`src/rtl/nascom_cassette_tx.sv`:
```
// Kansas City FSK cassette transmitter: serialises bytes as start/data/stop
// bits, mark = 8 cycles of 2400 Hz, space = 4 cycles of 1200 Hz.
// Ports:
//   clk      - single rising-edge clock
//   rst      - synchronous active-high reset
//   en       - cassette write enable (motor/record on)
//   tx_data  - byte to transmit, taken when tx_valid && tx_ready
//   tx_valid - tx_data valid
//   tx_ready - a byte can be accepted this cycle
//   busy     - a character is pending or in transmission
//   tone_out - FSK square wave toward the cassette output stage
module nascom_cassette_tx #(
    parameter int HALF_2400 = 833,
    parameter int STOP_BITS = 2
) (
    input  logic       clk,
    input  logic       rst,
    input  logic       en,
    input  logic [7:0] tx_data,
    input  logic       tx_valid,
    output logic       tx_ready,
    output logic       busy,
    output logic       tone_out
);

    localparam logic [1:0] S_IDLE  = 2'd0;
    localparam logic [1:0] S_START = 2'd1;
    localparam logic [1:0] S_DATA  = 2'd2;
    localparam logic [1:0] S_STOP  = 2'd3;

    logic [1:0]  state;
    logic [11:0] half_cnt;
    logic [3:0]  sub_cnt;
    logic [2:0]  bit_idx;
    logic        stop_cnt;
    logic        pending;
    logic [7:0]  shreg;

    logic tick;
    logic boundary;
    logic cur_bit;
    logic accept;

    assign tick     = (half_cnt == 12'(HALF_2400 - 1));
    assign boundary = tick && (sub_cnt == 4'd15);

    // Bit currently on the line; state only moves at a bit boundary, so
    // this value is stable for a whole bit time.
    always_comb begin
        cur_bit = 1'b1;
        case (state)
            S_IDLE:  cur_bit = 1'b1;
            S_START: cur_bit = 1'b0;
            S_DATA:  cur_bit = shreg[0];
            S_STOP:  cur_bit = 1'b1;
            default: cur_bit = 1'b1;
        endcase
    end

    // Gated by rst so the outputs read idle/quiet while reset is held.
    assign tx_ready = en && !rst && (state == S_IDLE) && !pending;
    assign busy     = !rst && (pending || (state != S_IDLE));
    assign accept   = tx_valid && tx_ready;

    always_ff @(posedge clk) begin
        if (rst) begin
            state    <= S_IDLE;
            half_cnt <= '0;
            sub_cnt  <= '0;
            bit_idx  <= '0;
            stop_cnt <= 1'b0;
            pending  <= 1'b0;
            shreg    <= '0;
            tone_out <= 1'b0;
        end else if (!en) begin
            // Motor off: drop anything in flight and park the tone low.
            state    <= S_IDLE;
            half_cnt <= '0;
            sub_cnt  <= '0;
            bit_idx  <= '0;
            stop_cnt <= 1'b0;
            pending  <= 1'b0;
            tone_out <= 1'b0;
        end else begin
            half_cnt <= tick ? '0 : half_cnt + 12'd1;

            if (tick) begin
                sub_cnt <= sub_cnt + 4'd1;
                // Mark toggles every tick, space every other tick; both
                // give an even toggle count per bit, so each bit starts low.
                if (cur_bit || sub_cnt[0])
                    tone_out <= ~tone_out;
            end

            if (accept) begin
                shreg   <= tx_data;
                pending <= 1'b1;
            end

            if (boundary) begin
                case (state)
                    S_IDLE: begin
                        if (pending) begin
                            state   <= S_START;
                            pending <= 1'b0;
                        end
                    end
                    S_START: begin
                        state   <= S_DATA;
                        bit_idx <= '0;
                    end
                    S_DATA: begin
                        shreg   <= {1'b0, shreg[7:1]};
                        bit_idx <= bit_idx + 3'd1;
                        if (bit_idx == 3'd7) begin
                            state    <= S_STOP;
                            stop_cnt <= 1'b0;
                        end
                    end
                    S_STOP: begin
                        if (stop_cnt == 1'(STOP_BITS - 1))
                            state <= S_IDLE;
                        else
                            stop_cnt <= stop_cnt + 1'b1;
                    end
                    default: state <= S_IDLE;
                endcase
            end
        end
    end

endmodule
```
`config.mk`:
```
export PLATFORM = sky130hd
export DESIGN_NAME = nascom_cassette_tx
export DESIGN_NICKNAME = d
export VERILOG_FILES = /design/src/rtl/nascom_cassette_tx.sv
export SDC_FILE = /design/constraint.sdc
export NUM_CORES = 1
export LEC_CHECK = 0
export ABC_AREA = 1
export CAP_MARGIN = 0
export CORE_ASPECT_RATIO = 1.5
export CORE_MARGIN = 4
export CORE_UTILIZATION = 52
export CTS_CLUSTER_SIZE = 8
export DETAILED_ROUTE_END_ITERATION = 16
export PLACE_DENSITY = 0.75
export SYNTH_ARGS = -nofsm -noshare
export SYNTH_HDL_FRONTEND = slang
export SYNTH_SLANG_ARGS = --single-unit
```
`constraint.sdc`:
```
create_clock -name clk -period 1.35 [get_ports clk]
set_input_delay 0.2025 -clock clk [delete_from_list [all_inputs] [get_ports clk]]
set_output_delay 0.2025 -clock clk [all_outputs]
set_load 0.005 [all_outputs]
```
==> flow_metrics.py <==
metrics = {
    "final_layout": {
        "fillCellCount": 187,
        "multi_input_area_sq_mm": 0.00143,
        "layout-drive-gt1-share": 0.522,
        "fin_util": 0.852,
        "nets": 367,
        "seqCellArea_sq_um": 651,
        "syn_to_final_growth_pct": 54.6,
        "diodes": 0,
    },
    "synthesis": {
        "synth.distinct_cells": 31,
        "ys_async_sr_fraction": 0,
        "yosysWarnings": 0,
        "avgSynthCellArea_sq_um": 7.06,
        "synth-main-ff-cell": "dfxtp_1",
        "synth_edf_count": 0,
        "synth_most_common_cell": "nand2_1",
        "yosysSeqAreaShare": 0.334,
        "syn_nets": 294,
        "yosys-top-cells-area": "dfxtp_1 (33%), nand2_1 (12%), nand3_1 (7.0%)",
        "synth_area_sq_mm": 0.00192,
        "yosys.area.top_type": "dfxtp_1",
        "ys_seq_elements": 32,
        "synth_top_area_frac": 0.334,
        "synth_top_cells_by_count": "nand2_1 (60), dfxtp_1 (32), inv_1 (31)",
        "syn_inst": 272,
    },
    "clocking": {
        "cts_inserted_buffers": 5,
        "cts.sinks": 32,
        "clkTransAtPathRegs_ps": 60,
        "ctsRootBufferMaster": "clkbuf_8",
        "clock_latency_ps": 290,
        "clockBufferDepth": 2,
        "cts_tree": "built",
        "htree_levels": 2,
    },
    "detailed_routing": {
        "wire_per_inst_um": 15.0,
        "wl_um": 5770,
        "vias": 2102,
        "drc": 0,
        "firstDrtPassIters": 4,
        "drt-initial-drc-count": 76,
        "antenna_left": 0,
        "via_per_inst": 5.46,
    },
    "placement": {
        "dp_hpwl_um": 3400,
        "routabilityCongestion": 0.823,
        "dp_slack_ps": -345,
        "numPortBuffers": 14,
    },
    "global_route": {
        "track_usage": 0.244,
        "grt_max_degree": 11,
        "grt_pass1_vias": 2117,
        "grt-ovfl-total": 0,
        "grt_pass1_wl_um": 8810,
        "antenna_found_initial": 0,
    },
    "power_and_ir_drop": {
        "swShare": 0.251,
        "p_leak_nw": 1.23,
        "p_clk_frac": 0.355,
        "internal-power_mw": 1.42,
        "p_switching_uw": 475,
        "comb_power_share": 0.135,
        "p_seq_frac": 0.510,
        "irDropWorstVdd_mv": 0.763,
        "p_per_area_mw_per_mm2": 637,
    },
    "floorplan": {
        "io_pins": 15,
        "die_w_um": 57.6,
        "core_area_sq_mm": 0.00348,
        "rows": 26,
        "die_area_sq_mm": 0.00475,
        "die_h_um": 82.4,
        "initial_core_util": 0.551,
    },
    "worst_setup_path": {
        "arrival_ps": 1710,
        "worstSetupEndpointType": "register",
        "worst_setup_path_start_kind": "register",
        "path_class": "register to register",
        "critical_path.max_fanout": 3,
        "worstPathRequired_ps": 1560,
    },
    "timing": {
        "whs_ps": 483,
        "clock.fmax_mhz": 666,
        "skew_ps": 5.45,
        "setup_viol": 33,
        "tightest_slew_ps": 340,
        "post-route-min-period_ps": 1500,
        "period_share": 1.11,
        "slew_violations": 0,
        "grt_setup_unrepaired": "yes",
        "setup_ws_ps": -151,
        "relSlewSlack": 0.771,
        "final-hold-violation-count": 0,
    },
    "run_status": {
        "status": "finished with violations",
        "violations": "negative setup slack",
    },
    "flow_run": {
        "maxCapViolCount": 0,
    },
    "min_path": {
        "hp-class": "register to register",
    },
}
## layout by cell type, fill, tap and decap left out, types with 2 or more instances in the layout
master	n
buf_4	46
nor3b_2	2
nor2_1	14
nor2_2	8
inv_2	21
dlygate4sd2_1	2
xor2_1	3
nand3_1	18
inv_1	19
nor3_4	2
dfxtp_2	8
clkbuf_8	5
ha_1	4
buf_6	9
nor3_2	9
a21oi_1	11
buf_12	2
nor2_4	9
ha_2	2
nand3_2	8
nand2_1	41
nand2_4	3
nand4_1	8
a21oi_2	9
nand2_2	21
ha_4	4
nand3_4	4
o21ai_1	3
dfxtp_1	24
clkdlybuf4s50_1	10
## final timing paths
check,end,slack (ps),depth (start not counted),startpoint
max,stop_cnt$_SDFFE_PP0P_,-150,9,half_cnt[0]$_SDFF_PP0_
min,sub_cnt[3]$_SDFFE_PP0P_,480,2,sub_cnt[3]$_SDFFE_PP0P_
max reg2reg,stop_cnt$_SDFFE_PP0P_,-150,9,half_cnt[0]$_SDFF_PP0_
min reg2reg,sub_cnt[3]$_SDFFE_PP0P_,480,2,sub_cnt[3]$_SDFFE_PP0P_
## through the flow
stage	TNS [ps]	instance area, sq um	total power, mW	instances
6_report	-2290	2970	1.89	385
5_1_grt	-4790	2970	1.97	385
4_1_cts	-856	2750	1.87	381
3_5_place_dp	-6360	2430	1.17	368
3_3_place_gp	-5580	2430	1.17	368
2_1_floorplan	-25.3	1930	1.08	272
## power by group through the flow
| stage | Clock [mW] | Sequential (mW) | Combinational [mW] |
|---|---|---|---|
| after CTS | 0.691 | 0.963 | 0.220 |
| after floorplan | 0 | 0.982 | 0.101 |
| after global placement | 0 | 0.983 | 0.183 |
| after detailed placement | 0 | 0.983 | 0.186 |
| after global routing | 0.726 | 0.966 | 0.276 |
| final | 0.670 | 0.965 | 0.255 |
## layer usage
metal	vias to the layer above	part of all wire	GRT usage
met1	985	0.35	0.230
met3	28	0.034	0.0435
met2	66	0.56	0.473
li1	1023	-	-
met4	0	0.055	0.153
met5	-	0	0
## critical path, cell delays in order, from the launching register on
cell	delay [ps]
dfxtp_2	320
inv_2	60
ha_4	160
buf_12	100
nand3_4	70
nor3_4	140
nand2_2	110
nor2_4	160
nand3_1	120
a21oi_1	170
## registers in the layout, summed over array words and instances, names as in the netlist
| register | cells |
|---|---|
| stop_cnt | 1 |
| bit_idx | 3 |
| shreg | 8 |
| state | 2 |
| tone_out | 1 |
| sub_cnt | 4 |
| half_cnt | 12 |
| pending | 1 |
## kinds of logic (layout without fill, tap and decap cells)
group	after synthesis	after routing	share of synthesized area
AOI/OAI and AO/OA	27	27	0.0730
xor gates and xnor gates	3	3	0.0137
buffers and inverters	48	117	0.111
DFF	32	32	0.334
adders and majority gates	10	10	0.0652
and+or+nand+nor	152	154	0.403
## cell type report
class	count	area share
Multi-Input combinational cell	194	0.480
Sequential cell	32	0.219
Timing Repair Buffer	71	0.207
Inverter	41	0.0523
Clock buffer	5	0.0232
Tap cell	42	0.0177
## timing repair
action | 4_1_cts | 5_1_grt
endpoints found under the hold margin | 0 | 0
hold buffers | 0 | 0
endpoints found under the setup margin | 34 | 34
buffers inserted | 5 | 6
gates resized for setup | 69 | 52
cloned | 3 | 0
pin swaps | 15 | 25
No activity file was read; power rests on OpenSTA's default activity.
